--- config.mk ---
export PLATFORM = sky130hd
export DESIGN_NAME = reg_write_arb
export DESIGN_NICKNAME = d
export VERILOG_FILES = /design/src/rtl/reg_arb_pkg.sv /design/src/rtl/rr_pick.sv /design/src/rtl/reg_write_arb.sv
export SDC_FILE = /design/constraint.sdc
export NUM_CORES = 1
export LEC_CHECK = 0
export CAP_MARGIN = 5
export CELL_PAD_IN_SITES_DETAIL_PLACEMENT = 1
export CELL_PAD_IN_SITES_GLOBAL_PLACEMENT = 2
export CORE_ASPECT_RATIO = 1.2
export CORE_MARGIN = 4
export CORE_UTILIZATION = 26
export DETAILED_ROUTE_END_ITERATION = 8
export PLACE_DENSITY_LB_ADDON = 0.1
export SYNTH_ARGS = -nofsm -noshare
export SYNTH_HDL_FRONTEND = slang
export SYNTH_SLANG_ARGS = --single-unit
--- constraint.sdc ---
create_clock -name clk -period 2.5 [get_ports clk]
set_input_delay 0.5 -clock clk [delete_from_list [all_inputs] [get_ports clk]]
set_output_delay 0.5 -clock clk [all_outputs]
set_load 0.01 [all_outputs]
--- src/rtl/reg_arb_pkg.sv ---
// Shared constants and state encoding for the round-robin shared-register writer.
package reg_arb_pkg;

    localparam int NREQ_DEF  = 4;
    localparam int WIDTH_DEF = 4;

    typedef enum logic {
        IDLE = 1'b0,
        HOLD = 1'b1
    } arb_state_e;

endpackage

--- src/rtl/rr_pick.sv ---
// Combinational round-robin picker: first asserted req at or after ptr, wrapping.
module rr_pick
    import reg_arb_pkg::*;
#(
    parameter int NREQ = NREQ_DEF,
    parameter int IW   = $clog2(NREQ)
) (
    input  logic [NREQ-1:0] req,
    input  logic [IW-1:0]   ptr,
    output logic            any,
    output logic [IW-1:0]   idx
);

    always_comb begin
        int c;
        c   = 0;
        any = |req;
        idx = '0;
        // Walk from farthest to nearest so the candidate closest to ptr wins.
        for (int k = NREQ - 1; k >= 0; k--) begin
            c = int'(ptr) + k;
            if (c >= NREQ) c = c - NREQ;
            if (req[IW'(c)]) idx = IW'(c);
        end
    end

endmodule

--- src/rtl/reg_write_arb.sv ---
// Shared register with round-robin write arbitration: one write, then one HOLD cycle.
module reg_write_arb
    import reg_arb_pkg::*;
#(
    parameter int NREQ  = NREQ_DEF,
    parameter int WIDTH = WIDTH_DEF,
    parameter int IW    = $clog2(NREQ)
) (
    input  logic                  clk,
    input  logic                  reset,
    input  logic [NREQ-1:0]       req,
    input  logic [NREQ*WIDTH-1:0] wdata,
    output logic [NREQ-1:0]       gnt,
    output logic [WIDTH-1:0]      q,
    output logic                  q_valid,
    output logic [IW-1:0]         src,
    output logic [7:0]            wr_count
);

    // Handshake: req[i] is a request level; gnt[i] is a one-cycle pulse that
    // means wdata slice i was written on the edge that raised it. The requester
    // drops req the cycle after gnt; a req still high at the next IDLE edge is
    // a new request, and req seen only during HOLD is ignored.

    arb_state_e             state, state_d;
    logic [IW-1:0]          ptr, ptr_d;
    logic [WIDTH-1:0]       q_d;
    logic [IW-1:0]          src_d;
    logic [NREQ-1:0]        gnt_d;
    logic                   q_valid_d;
    logic [7:0]             wr_count_d;
    logic                   pick_any;
    logic [IW-1:0]          pick_idx;

    rr_pick #(
        .NREQ (NREQ),
        .IW   (IW)
    ) u_pick (
        .req  (req),
        .ptr  (ptr),
        .any  (pick_any),
        .idx  (pick_idx)
    );

    always_comb begin
        state_d    = state;
        ptr_d      = ptr;
        q_d        = q;
        src_d      = src;
        gnt_d      = '0;
        q_valid_d  = q_valid;
        wr_count_d = wr_count;
        case (state)
            IDLE: begin
                if (pick_any) begin
                    q_d             = wdata[int'(pick_idx)*WIDTH +: WIDTH];
                    src_d           = pick_idx;
                    gnt_d[pick_idx] = 1'b1;
                    q_valid_d       = 1'b1;
                    wr_count_d      = wr_count + 8'd1;
                    ptr_d           = (pick_idx == IW'(NREQ - 1)) ? '0 : pick_idx + IW'(1);
                    state_d         = HOLD;
                end
            end
            HOLD: begin
                state_d = IDLE;
            end
            default: begin
                state_d = IDLE;
            end
        endcase
    end

    always_ff @(posedge clk) begin
        if (reset) begin
            state    <= IDLE;
            ptr      <= '0;
            q        <= '0;
            src      <= '0;
            gnt      <= '0;
            q_valid  <= 1'b0;
            wr_count <= 8'd0;
        end else begin
            state    <= state_d;
            ptr      <= ptr_d;
            q        <= q_d;
            src      <= src_d;
            gnt      <= gnt_d;
            q_valid  <= q_valid_d;
            wr_count <= wr_count_d;
        end
    end

endmodule

### Yosys cells after proc, flatten, opt, wreduce, memory -nomap -nowiden

Index checks and enable logic that the tools add are counted.

* memories kept: 0
* bits of input ports: 22
* bits in writable memories: 0
* flip-flop bits (word level): 22
* output and inout bits: 19
* bits in latches: 0
* ROM bits: 0

* multiplexer cells: 25
* bitwise logic cells: 2
* multipliers: 0
* div/mod/pow operators: 0
* reduce and logical (&&, ||, !) cells: 4
* $add $sub $neg: 9
* equality and inequality tests: 1
* $lt $le $gt $ge: 10
* shifts and indexed selects: 1

Operators with widths (count)
* 2-to-1 mux 2 bit: 9
* < comparator 2 x 4 -> 1 bit (second input constant): 4
* indexed part select 16 x 5 -> 4 bit: 1
* 2-to-1 mux 1 bit: 10
* >= comparator 3 bit (second input constant): 3
* adder 8 x 1 -> 8 bit (second input constant): 1
* binary-select mux 1 bit (select 2 bit): 4
* subtractor 2 x 1 -> 2 bit (second input constant): 4
* adder 2 x 2 -> 3 bit (second input constant): 2
* OR reduction 4 bit: 1
* adder 2 x 1 -> 3 bit (second input constant): 1
* >= comparator 2 x 3 -> 1 bit (second input constant): 1
* < comparator 2 x 3 -> 1 bit (second input constant): 1
* OR reduction 3 bit: 1
* adder 2 x 1 -> 2 bit (second input constant): 1
* demux 1 bit (select 2 bit): 1
* equality test 2 bit (second input constant): 1
* >= comparator 2 x 1 -> 1 bit (second input constant): 1
* NOT 1 bit: 2
* case mux 1 bit (2 select lines): 1
* AND reduction 2 bit: 1
* logical AND 1 bit: 1

### Depth between registers and ports, before layout

Gate-level depths: netlist (run 1).

* depth after elaboration: 14
* gate-level depth with buffers: 8

### Cells and area by module

From an unflattened synthesis (run 1), not the netlist that was laid out.

* cells, all modules: 113
* area total of the unflattened synthesis: 1019.7 um^2

By module, submodules not included
* reg_write_arb: area each 942.2 um^2, times used 1, cells each 100
* rr_pick: area each 77.6 um^2, times used 1, cells each 13

### Worst setup path before layout (run 1)

Ideal clock, no wire load.

* path kind: input -> register
* start: input port req[2]
* end: register ptr[1]
* library setup time: 0.134 ns
* data arrival time: 1.595 ns
* required time: 2.366 ns
* stages on the path: 8
* path buffers: 1
* slack: 0.771 ns
* path through: or2b_1 -> a21oi_2 -> a211o_4 -> buf_12 -> inv_1 -> ha_1 -> nand2_1 -> a21oi_1

* longest elaborated chain between the ends: 9
* elaborated cells between the ends (all ways): 21
* those cells by class: add/sub: 1; eq/ne: 1; mux: 17; reduce/logical: 2

Ends and longest elaborated chain
* from (decl): line reg_write_arb.sv:11 `input logic [NREQ-1:0] req,`
* binary-select mux 1 bit (select 2 bit): line rr_pick.sv:23 `if (req[IW'(c)]) idx = IW'(c);`
* 2-to-1 mux 1 bit (not written as such) (2 in series): line rr_pick.sv:23
* 2-to-1 mux 2 bit (4 in series): line rr_pick.sv:23
* adder 2 x 1 -> 2 bit or equality test 2 bit (tied branches): line reg_write_arb.sv:61 `ptr_d = (pick_idx == IW'(NREQ - 1)) ? '0 : pick_idx + IW'(1);`
* 2-to-1 mux 2 bit: line reg_write_arb.sv:61
* to (signal assigned): line reg_write_arb.sv:85 `ptr <= ptr_d;`
* to (decl): line reg_write_arb.sv:26 `logic [IW-1:0] ptr, ptr_d;`

Several ways; a longest one is shown, not always the timed one. The select of a mux whose other input is x is not followed.
A chain may end at the register's enable or synchronous reset.

### Final worst setup path (run 1)

Same ends and word-level chain as after synthesis.

==> results of run 1 <==
registers in the layout (all words and copies together) (netlist names):
register	flops
gnt	4
ptr	2
q	4
q_valid	1
src	2
state	1
wr_count	8
worst reg2reg max path: cells and delay by family (launching register included):
family	cells	cell delay, ns
compound gates	3	0.52
simple gates	2	0.21
buf+inv	1	0.15
flops	1	0.38
fa+ha+maj	1	0.24
worst max-delay path by stage:
stage | from | to | depth (start not counted)
4_1_cts | req[2] | ptr[1] | 8
2_1_floorplan | req[2] | ptr[1] | 8
3_5_place_dp | req[2] | ptr[1] | 8
6_report | req[2] | ptr[1] | 8
3_3_place_gp | req[2] | ptr[1] | 8
5_1_grt | req[2] | ptr[1] | 8
report_power, final:
group	internal (mW)	leakage [nW]	switching [mW]	total, mW
Clock	0.214	0.0357	0.124	0.338
Sequential	0.383	0.181	0.0239	0.407
Combinational	0.138	0.425	0.110	0.248
Total	0.735	0.641	0.258	0.993
kinds of logic (layout without fill, tap and decap cells):
group / Yosys count / count (layout) / synth area share, %
buffers and inverters: 9 / 52 / 4.964
AND/OR/NAND/NOR: 43 / 43 / 21.51
AO/OA/AOI/OAI: 17 / 17 / 12.65
adder cells (fa/ha/maj): 5 / 5 / 5.910
multiplexers: 8 / 8 / 7.565
XOR/XNOR: 7 / 7 / 5.792
flip-flops: 22 / 22 / 41.61
synthesized netlist by cell type, types with 3 or more instances:
cell type,number,area [µm²]
a21oi_1,5,25.02
and2_1,4,25.02
dfxtp_1,22,440.4
ha_1,5,62.56
inv_1,4,15.01
mux2i_1,8,80.08
nand2_1,10,37.54
nand3_1,3,15.01
nand3b_1,4,30.03
nor2_1,13,48.80
o221ai_1,4,35.03
xor2_1,5,43.79
cell type report:
type,count,share of cell area (%)
multi-input combinational,80,35.62
sequential,22,27.74
timing repair buffer,43,26.64
tap,54,4.255
clock buffer,3,2.600
clock inverter,1,1.891
inverter,5,1.261
metal layers:
metal  GRT usage, %  wire [µm]  part of all wire, %  vias up
met5              0          0                    0        -
met4          4.878         43                  1.6        0
met3          3.184        156                  5.8        5
met2          18.17       1284                   48       30
met1          14.55       1210                   45      421
li1               -          -                    -      467
==> flow_summary.ini, run 1 <==
[clock_network]
post_cts_resized = 0
cts_buffer_depth = 2
post-cts-setup-buffers = 0
cts_max_level = 1
root_buffer = clkbuf_8
insertion_delay_ns = 0.27
numCtsBuffers = 3
cts_tree = built
cts.clk_slew.worst_paths_ns = 0.08
ctsHoldBuffers = 0
cts.sinks = 22

[yosys]
syn_area_um2 = 1059
yosysWarnings = 0
synth_edf_count = 0
ys.flop_type = dfxtp_1
yosysSeqAreaShare_pct = 41.61
synth_cell_types = 32
synth_cells = 111
ys_async_sr_fraction_pct = 0
syn_area_per_cell_um2 = 9.536
syn-num-nets = 138
ys_ff_latch = 22

[final_layout]
multi_input_area_um2 = 565.5
mostFrequentLayoutCells = 40 x clkdlybuf4s50_1, 22 x dfxtp_1, 13 x nor2_1
syn_to_final_growth_pct = 50.00
diodes = 0
layout_commonest_cell = clkdlybuf4s50_1
stdcell_count = 208
post-route-util_pct = 40.29
drive_above_1_share_pct = 9.740
seq_area_um2 = 440.4
nNetsFinal = 182
fillCellCount = 488
final_cell_area_um2 = 1588

[min_path]
hold_start = src[1]
whs_path_depth = 2
hold_end = src[1]
hp-class = reg -> reg

[timing]
finalCriticalPeriod_ns = 2.026
tns_ns = 0
whs_ns = 0.4725
fin_crit_sh_pct = 81.06
relSlewSlack_pct = 64.27
clock_skew_ns = 0.002877
tightestPinTransition_ns = 0.5327
hold_violations = 0
setup_viol = 0
fmax_ghz = 0.4935
final-max-slew-violation-count = 0
rsz0062_at_grt = no
setup_ws_ns = 0.4735

[detailed_routing]
ant_nets = 0
via_count = 923
firstDrtPassIters = 4
post_drt_wl_per_cell_um = 12.96
drt_iter0_markers = 32
drc = 0
vias_per_cell = 4.438
wl_um = 2695

[setup_path]
r2r_start = ptr[0]
startpoint_type = input port
critPathTopFamily = buffers and inverters
crit_fanout = 12
cp_slowest_cell = clkdlybuf4s50_1
reg2reg_depth = 7
regToRegEndpoint = ptr[1]
crit_chain = clkdlybuf4s50_1, or2b_1, a21oi_2, a211o_4, inv_1, ha_1, nand2_1, a21oi_1
path_buf_inv = 2
cp.required_ns = 2.66
cp-end-kind = register
worst_path_largest_cell_delay_ns = 0.52
critical_path_class = in -> reg
r2r_setup_slack_ns = 0.90
crit_arrival_ns = 2.19

[placement]
place_inst = 204
place_congestion = 0.7274
dpl.hpwl_um = 2089
place_area_um2 = 1516
dpl_worst_slack_ns = 0.1771
io_buffers = 40

[global_routing]
grt_pass1_wl_um = 4609
first_global_vias = 1006
grt_max_degree = 14
grt_overflow_total = 0
track_usage_pct = 11.55
grt_antenna_before_repair = 0

[power_and_ir_drop]
p_per_area_nw_per_um2 = 625.4
leakagePower_nw = 0.6411
vdd.ir_drop.worst_mv = 0.2512
finalPower_mw = 0.9929

[outcome]
outcome = finished, final reports clean

[floorplanning]
initial_core_util_pct = 26.86
dieArea_um2 = 5160
fp.coreArea_um2 = 3941
die_y_um = 77.90
num_io_pins = 41
die_w_um = 66.25
rows = 25

[job]
maxCapViolations = 0
(Power assumes the default switching activity.)
==> inputs of run 2 (changes only) <==
Settings changed: CORE_UTILIZATION 26 to 22.
Clock period 2.5 ns to 1.7 ns, I/O delays scaled along.
==> run 2 against run 1 <==
Power increased by 40%. Flip-flop and latch count unchanged. Register-to-register slack got worse by 0.71 ns. Hold slack got worse by 0.018 ns. Clock-buffer cell count increased by 1. Via count increased by 6.7%. Non-clock buffer count increased by 10. Sequential power increased by 48%. Clock skew increased by 0.0027 ns. Combinational power increased by 67%. Highest routed layer unchanged.
==> flow_summary.ini, run 2 (synthesized netlist as in run 1, its figures left out) <==
[floorplanning]
die_y_um = 83.99
fp.coreArea_um2 = 4628
num_io_pins = 41
initial_core_util_pct = 22.87
die_w_um = 71.32
dieArea_um2 = 5990
rows = 27

[final_layout]
syn_to_final_growth_pct = 57.45
drive_above_1_share_pct = 16.46
regMostFlops = wr_count
final_cell_area_um2 = 1667
stdcell_count = 222
post-route-util_pct = 36.01
top_regs = wr_count: 8 flops, gnt: 4 flops, q: 4 flops
largest_reg_flops = 8
mostFrequentLayoutCells = 36 x clkdlybuf4s50_1, 21 x dfxtp_1, 12 x nor2_1, 12 x buf_4, 10 x nand2_1
multi_input_area_um2 = 568.0
seq_area_um2 = 441.7
diodes = 0
fillCellCount = 531
layout_commonest_cell = clkdlybuf4s50_1
nNetsFinal = 192

[global_routing]
first_global_vias = 1143
grt_pass1_wl_um = 5140
track_usage_pct = 10.45
grt_antenna_before_repair = 0
grt_overflow_total = 0
grt_max_degree = 13

[setup_path]
crit_arrival_ns = 1.26
reg2reg_depth = 6
path_buf_inv = 1
startpoint_type = register
r2r_setup_slack_ns = 0.19
critPathTopFamily = buffers and inverters
cp.required_ns = 1.36
regToRegEndpoint = q[2]
crit_chain = clkdlybuf4s50_1
worst_path_largest_cell_delay_ns = 0.57
r2r_start = ptr[0]
cp_slowest_cell = clkdlybuf4s50_1
cp-end-kind = primary output
critical_path_class = reg -> out
crit_fanout = 5

[clock_network]
insertion_delay_ns = 0.26
cts.sinks = 22
cts_buffer_depth = 2
ctsHoldBuffers = 0
numCtsBuffers = 3
post-cts-setup-buffers = 0
cts_tree = built
cts.clk_slew.worst_paths_ns = 0.08
root_buffer = clkbuf_8
cts_max_level = 1

[timing]
fmax_ghz = 0.6247
finalCriticalPeriod_ns = 1.601
clock_skew_ns = 0.005580
tns_ns = 0
setup_ws_ns = 0.09932
rsz0062_at_grt = no
fin_crit_sh_pct = 94.16
final-max-slew-violation-count = 0
setup_viol = 0
tightestPinTransition_ns = 0.2829
hold_violations = 0
whs_ns = 0.4546
relSlewSlack_pct = 81.08

[placement]
place_inst = 218
io_buffers = 40
dpl.hpwl_um = 2436
dpl_worst_slack_ns = -0.3768
place_area_um2 = 1609
place_congestion = 0.7170

[power_and_ir_drop]
finalPower_mw = 1.391
leakagePower_nw = 0.7017
p_per_area_nw_per_um2 = 834.8
vdd.ir_drop.worst_mv = 0.3802

[detailed_routing]
wl_um = 2892
vias_per_cell = 4.437
drc = 0
drt_iter0_markers = 10
firstDrtPassIters = 2
ant_nets = 0
via_count = 985
post_drt_wl_per_cell_um = 13.03

[min_path]
hold_end = src[1]
hold_start = src[1]
whs_path_depth = 2
hp-class = reg -> reg

[job]
maxCapViolations = 0

[outcome]
outcome = finished, final reports clean
-- run 2: final cells by class --
class	instances	area share, %
timing repair buffer	53	30.56
tap	58	4.354
sequential	22	26.50
multi-input combinational	80	34.08
inverter	5	1.201
clock buffer	4	3.303
-- run 2: what timing repair did --
action                     4_1_cts  5_1_grt
gates resized for setup          3        3
cloned                           0        0
setup endpoints to repair        7        7
pin swaps                        0        0
-- run 2: worst max-delay path by stage --
stage          cells past startpoint     endpoint  slack (ns)        start
6_report                           1  wr_count[2]         0.1  wr_count[2]
5_1_grt                            1  wr_count[2]        0.03  wr_count[2]
4_1_cts                            6         q[2]       0.005       req[3]
3_5_place_dp                       7         q[2]       -0.38       req[2]
3_3_place_gp                       7         q[2]       -0.31       req[2]
2_1_floorplan                      8       ptr[1]        0.13       req[2]
-- run 2: routing by layer --
layer  track usage, %  part of all wire, %  up-vias
li1                 -                    -      487
met1            10.38                   37      469
met2            21.15                   57       27
met3            1.687                  5.2        2
met4            3.077                 0.80        0
met5                0                    0        -
-- run 2: power by group --
part	switching (mW)	leakage, nW	total [mW]	internal, mW
clock	0.170	0.0288	0.376	0.206
sequential	0.0365	0.181	0.601	0.564
combinational	0.172	0.492	0.415	0.243
